[src/rtl/controlador_display_bcd.sv]
// Sequential binary-to-BCD converter (double dabble, one iteration per clock)
// with a multiplexed common-anode 7-segment scan driver.
//
// Ports:
//   clk         system clock, rising edge
//   reset       asynchronous, active-high reset
//   dato_bin    binary word to convert, latched when a request is accepted
//   cargar      start request, sampled on the clk edge, ignored while busy
//   habilitado  display enable; 0 blanks every digit at the next scan update
//   ocupado     high while a conversion is in progress
//   listo       one-cycle pulse when bcd_out has just been updated
//   bcd_out     converted result, nibble i is decimal digit i (LSD at [3:0])
//   anodos      digit selects, active low, at most one bit low
//   segmentos   segment bits {g,f,e,d,c,b,a}, active low
module controlador_display_bcd #(
    parameter int unsigned TAM_REG_BIN  = 16,
    parameter int unsigned NUM_DIGITOS  = (TAM_REG_BIN + 4) / 4,
    parameter int unsigned DIV_REFRESCO = 50000
) (
    input  logic                     clk,
    input  logic                     reset,
    input  logic [TAM_REG_BIN-1:0]   dato_bin,
    input  logic                     cargar,
    input  logic                     habilitado,
    output logic                     ocupado,
    output logic                     listo,
    output logic [TAM_REG_BIN+3:0]   bcd_out,
    output logic [NUM_DIGITOS-1:0]   anodos,
    output logic [6:0]               segmentos
);

    localparam int unsigned TAM_BCD   = TAM_REG_BIN + 4;
    localparam int unsigned CNT_IT_W  = $clog2(TAM_REG_BIN + 1);
    localparam int unsigned CNT_REF_W = $clog2(DIV_REFRESCO);
    localparam int unsigned IDX_W     = (NUM_DIGITOS > 1) ? $clog2(NUM_DIGITOS) : 1;

    typedef enum logic [1:0] {
        REPOSO       = 2'd0,
        CONVIRTIENDO = 2'd1,
        FIN          = 2'd2
    } estado_t;

    estado_t                estado;
    logic [TAM_REG_BIN-1:0] bin;
    logic [TAM_BCD-1:0]     acumulador;
    logic [TAM_BCD-1:0]     ajustado;
    logic [CNT_IT_W-1:0]    iter;

    logic [CNT_REF_W-1:0]   cnt_ref;
    logic [IDX_W-1:0]       idx;
    logic [IDX_W-1:0]       idx_sig;
    logic [3:0]             digito_sel;
    logic                   apagado_sel;
    logic [NUM_DIGITOS-1:0] vacio;
    logic                   ceros_arriba;

    // Active-low 7-segment pattern {g,f,e,d,c,b,a}; non-decimal nibbles blank
    function automatic logic [6:0] decodificar(input logic [3:0] d);
        logic [6:0] s;
        case (d)
            4'd0:    s = 7'b1000000;
            4'd1:    s = 7'b1111001;
            4'd2:    s = 7'b0100100;
            4'd3:    s = 7'b0110000;
            4'd4:    s = 7'b0011001;
            4'd5:    s = 7'b0010010;
            4'd6:    s = 7'b0000010;
            4'd7:    s = 7'b1111000;
            4'd8:    s = 7'b0000000;
            4'd9:    s = 7'b0010000;
            default: s = 7'b1111111;
        endcase
        return s;
    endfunction

    // Add-3 correction: each nibble is adjusted on its own, no carry between nibbles
    always_comb begin
        ajustado = acumulador;
        for (int i = 0; i < NUM_DIGITOS; i++) begin
            if (acumulador[4*i +: 4] > 4'd4) begin
                ajustado[4*i +: 4] = acumulador[4*i +: 4] + 4'd3;
            end
        end
    end

    // Conversion FSM; bcd_out is only written in FIN so the display never sees partial results
    always_ff @(posedge clk or posedge reset) begin
        if (reset) begin
            estado     <= REPOSO;
            bin        <= '0;
            acumulador <= '0;
            iter       <= '0;
            ocupado    <= 1'b0;
            listo      <= 1'b0;
            bcd_out    <= '0;
        end else begin
            listo <= 1'b0;
            case (estado)
                REPOSO: begin
                    if (cargar) begin
                        bin        <= dato_bin;
                        acumulador <= '0;
                        iter       <= CNT_IT_W'(TAM_REG_BIN);
                        ocupado    <= 1'b1;
                        estado     <= CONVIRTIENDO;
                    end
                end
                CONVIRTIENDO: begin
                    acumulador <= {ajustado[TAM_BCD-2:0], bin[TAM_REG_BIN-1]};
                    bin        <= {bin[TAM_REG_BIN-2:0], 1'b0};
                    iter       <= iter - CNT_IT_W'(1);
                    if (iter == CNT_IT_W'(1)) begin
                        estado <= FIN;
                    end
                end
                FIN: begin
                    bcd_out <= acumulador;
                    listo   <= 1'b1;
                    ocupado <= 1'b0;
                    estado  <= REPOSO;
                end
                default: begin
                    ocupado <= 1'b0;
                    estado  <= REPOSO;
                end
            endcase
        end
    end

    // Next scan slot, wrapping after the last digit
    always_comb begin
        if (idx == IDX_W'(NUM_DIGITOS - 1)) begin
            idx_sig = '0;
        end else begin
            idx_sig = idx + IDX_W'(1);
        end
    end

    // Leading-zero mask: digit i>0 is blank when it and every digit above it are zero
    always_comb begin
        ceros_arriba = 1'b1;
        vacio        = '0;
        for (int i = NUM_DIGITOS - 1; i >= 1; i--) begin
            ceros_arriba = ceros_arriba & (bcd_out[4*i +: 4] == 4'd0);
            vacio[i]     = ceros_arriba;
        end
    end

    // Nibble and blank flag for the slot about to be shown
    always_comb begin
        digito_sel  = 4'hF;
        apagado_sel = 1'b1;
        for (int i = 0; i < NUM_DIGITOS; i++) begin
            if (idx_sig == IDX_W'(i)) begin
                digito_sel  = bcd_out[4*i +: 4];
                apagado_sel = vacio[i];
            end
        end
    end

    // Scan driver: free-running refresh counter, display registers updated on wrap
    always_ff @(posedge clk or posedge reset) begin
        if (reset) begin
            cnt_ref   <= '0;
            idx       <= '0;
            anodos    <= '1;
            segmentos <= 7'b1111111;
        end else if (cnt_ref == CNT_REF_W'(DIV_REFRESCO - 1)) begin
            cnt_ref <= '0;
            idx     <= idx_sig;
            if (!habilitado || apagado_sel) begin
                anodos    <= '1;
                segmentos <= 7'b1111111;
            end else begin
                anodos    <= ~(NUM_DIGITOS'(1) << idx_sig);
                segmentos <= decodificar(digito_sel);
            end
        end else begin
            cnt_ref <= cnt_ref + CNT_REF_W'(1);
        end
    end

endmodule

[config.mk]
export PLATFORM = sky130hd
export DESIGN_NAME = controlador_display_bcd
export DESIGN_NICKNAME = d
export VERILOG_FILES = /design/src/rtl/controlador_display_bcd.sv
export SDC_FILE = /design/constraint.sdc
export NUM_CORES = 1
export LEC_CHECK = 0
export ABC_AREA = 1
export CORE_MARGIN = 2
export CORE_UTILIZATION = 68
export CTS_CLUSTER_DIAMETER = 40
export DETAILED_ROUTE_END_ITERATION = 7
export DONT_BUFFER_PORTS = 1
export PLACE_DENSITY_LB_ADDON = 0.08
export RECOVER_POWER = 50
export SLEW_MARGIN = 10
export SYNTH_ARGS = -nofsm -noshare
export SYNTH_HDL_FRONTEND = slang
export SYNTH_SLANG_ARGS = --single-unit
[constraint.sdc]
create_clock -name clk -period 8.15 [get_ports clk]
set_clock_uncertainty 0.15 [all_clocks]
set_input_delay 2.0375 -clock clk [delete_from_list [all_inputs] [get_ports clk]]
set_output_delay 2.0375 -clock clk [all_outputs]
set_load 0.05 [all_outputs]
==> out/results.txt <==
Status - finished, violations left
Failing checks - capacitance limit, slew limit
Via count - 3,846
Final Util - 75.66%
CP endpoint kind - register
Worst r2r src - estado[0]
Synth top area cells - dfrtp_1 (43%), nand2_1 (9.3%), inv_1 (7.2%), dfstp_2 (6.4%), o21ai_0 (5.9%)
Reg2reg path depth - 5
Root buffer cell - clkbuf_8
Syn nets - 626
Met3 Use GR - 4.944%
Lkg Pwr - 2.574 nW
Worst endpoint data arrival time - 4.11 ns
Drt first-iter violations - 181
Total Routing Usage GR - 27.59%
Initial antenna violation count - 0
Placed insts - 679
Cell variety after synth - 41
Maxcap violations - 2
GRT met2 Usage - 44.50%
Synth top area share - 42.90%
CP Launch Type - input port
Top-count cell post-synth - nand2_1
Worst slew pin tran - 1.874 ns
Setup_tns - 0 ns
Die Wd - 88.89 µm
Crit. Startpoint - cargar
Final Wtd Congestion - 0.8933
Area Growth Syn to Fin - 6.078%
N_diodes - 0
Worst path max stage delay - 0.80 ns
Main synth FF type - dfrtp_1
H-tree Lvls - 3
R2r setup slk - 5.00 ns
Worst-Skew Late Latency - 0.36 ns
Worst vdd ir - 0.2327 mV
Nets - 625
RSZ-0062 raised after global routing - no
GRT Max-Usage Layer - met2
Initial Util - 71.33%
Largest net degree at the start of global routing - 52
CP Cell Sequence - nand2_1 -> nor2_1 -> nor2_1 -> buf_4 -> inv_1 -> nand3_1 -> a21oi_1 -> o21ai_0
Avg WL per Cell - 14.17 µm
Max-slew violation count - 83
Mapped Cells - 595
Die area - 7901 µm²
CP Capture Point - iter[4]
Sink Count - 96
Met1 usage - 37.77%
Slowest-stage cell, CP - nor2_1
Pwr dens - 341.3 nW/µm²
Final setup viols - 0
Cell taking the most area after synthesis - dfrtp_1
HPWL after DPL - 7026 µm
Most common cell on crit path - nor2_1
Core area - 6869 µm²
CP Class - in -> reg
Wirelength, routed - 9850 µm
Drt pass-1 iters - 7
YS warnings - 0
CTS buffer count - 9
Number of global-route vias before repair - 3,669
# DRC - 0
Reg-to-reg endpoint - acumulador[12]
Post-CTS setup buffer count - 0
Post-CTS Hold Buffers - 0
Avg Cell Area, Syn - 8.235 µm²
Share of cells above drive strength 1 - 10.68%
CP max FO - 21
Antenna-violating nets left - 0
Tmin final - 4.012 ns
Fmax - 0.2492 GHz
Die Ht - 88.89 µm
CTS tree - built
Port buffer count - 0
Post-synth top cells - nand2_1 (121), inv_1 (94), dfrtp_1 (84), o21ai_0 (58), nor2_1 (51)
Tcrit/Tclk final - 49.23%
Hold Vio Cnt, Final - 0
Fraction of registers with async set/reset - 100.0%
Slew headroom - -25.59%
Flop and latch count out of synthesis - 96
Total global routing overflow - 0
CTS clk-pin slew, worst paths - 0.10 ns
CP required - 8.24 ns
Sequential cell area fraction in the yosys report - 49.34%
Post-CTS sizing - 0
EDFF count, synth - 0
Via density - 5.534
Cell Count, Final, Fillers Out - 695
IO Pins - 54
Global-route wire length before repair - 16,840 µm
Clock buffer depth - 2
Cell Area, Synth - 4900 µm²
Hold WC Path Type - reg -> reg
Row cnt - 30
==> per-stage QoR <==
step / hold slack (ns) / setup slack, ns / area [µm²] / power, mW
final: 0.3301 / 4.138 / 5197 / 1.774
after global routing: 0.3520 / 3.888 / 5197 / 1.911
after CTS: 0.3299 / 4.163 / 5224 / 1.776
after detailed placement: 0.3168 / 3.751 / 4994 / 1.427
after global placement: 0.3013 / 3.808 / 4994 / 1.389
after floorplan: 0.2829 / 3.477 / 4900 / 1.283
==> per-layer routing <==
| metal | share of wire, % | vias to the layer above |
|---|---|---|
| met5 | 0 | - |
| met4 | 1.7 | 0 |
| met3 | 5.2 | 16 |
| met2 | 48 | 99 |
| met1 | 45 | 1817 |
| li1 | - | 1914 |
==> state kept, by name, indices dropped and copies added, names as in the netlist <==
| register | flops |
|---|---|
| acumulador | 20 |
| bcd_out | 20 |
| bin | 16 |
| cnt_ref | 16 |
| segmentos | 7 |
| anodos | 5 |
| iter | 5 |
| idx | 3 |
| estado | 2 |
| listo | 1 |
| ocupado | 1 |
==> cell type report <==
cell class / instances / area, µm²
tap: 96 / 120.1
clock inverter: 6 / 92.59
clock buffer: 10 / 137.6
sequential: 96 / 2417
multi-input combinational: 386 / 2042
timing repair buffer: 4 / 22.52
inverter: 97 / 365.4
fill: 501 / 1672
==> worst min path at each step <==
stage	to	slack (ns)	depth (start not counted)	from
floorplan	cnt_ref[0]	0.28	1	cnt_ref[0]
detailed placement	cnt_ref[0]	0.32	1	cnt_ref[0]
finish	cnt_ref[0]	0.33	1	cnt_ref[0]
global placement	cnt_ref[0]	0.30	1	cnt_ref[0]
CTS	cnt_ref[0]	0.33	1	cnt_ref[0]
global route	cnt_ref[13]	0.35	1	cnt_ref[13]
==> report_power, final <==
| part | leakage (nW) | switching (mW) | internal, mW |
|---|---|---|---|
| clock | 0.109 | 0.169 | 0.182 |
| sequential | 1.18 | 0.206 | 0.612 |
| combinational | 1.29 | 0.385 | 0.220 |
==> kinds of logic (layout without fill, tap and decap cells) <==
group | after synthesis | after routing | share of synthesized area (%)
AO/OA/AOI/OAI | 118 | 118 | 14.12
XOR/XNOR | 9 | 9 | 1.609
adder cells (fa/ha/maj) | 11 | 11 | 2.809
buffers and inverters | 113 | 117 | 8.708
flip-flops | 96 | 96 | 49.34
multiplexers | 1 | 1 | 0.2043
AND/OR/NAND/NOR | 247 | 247 | 23.21
==> critical path: cells and delay by family <==
kind / cells / cell delay, ns
compound gates: 2 / 0.24
buf+inv: 2 / 0.73
simple gates: 4 / 1.10
==> placed cells by master, fill, tap and decap left out, types with 3 or more instances in the layout <==
cell type	n
nor3_1	5
nand4_1	10
nand2_2	8
nand3_1	29
o21ai_0	58
nor2_2	7
ha_1	11
nor2_1	50
nand2_4	4
dfrtp_1	84
dfstp_2	12
nand2_1	121
o32ai_1	4
a21oi_1	31
inv_1	94
xor2_1	8
or2_2	3
clkbuf_8	10
o22ai_1	12
Power figures use the tool's default switching activity.
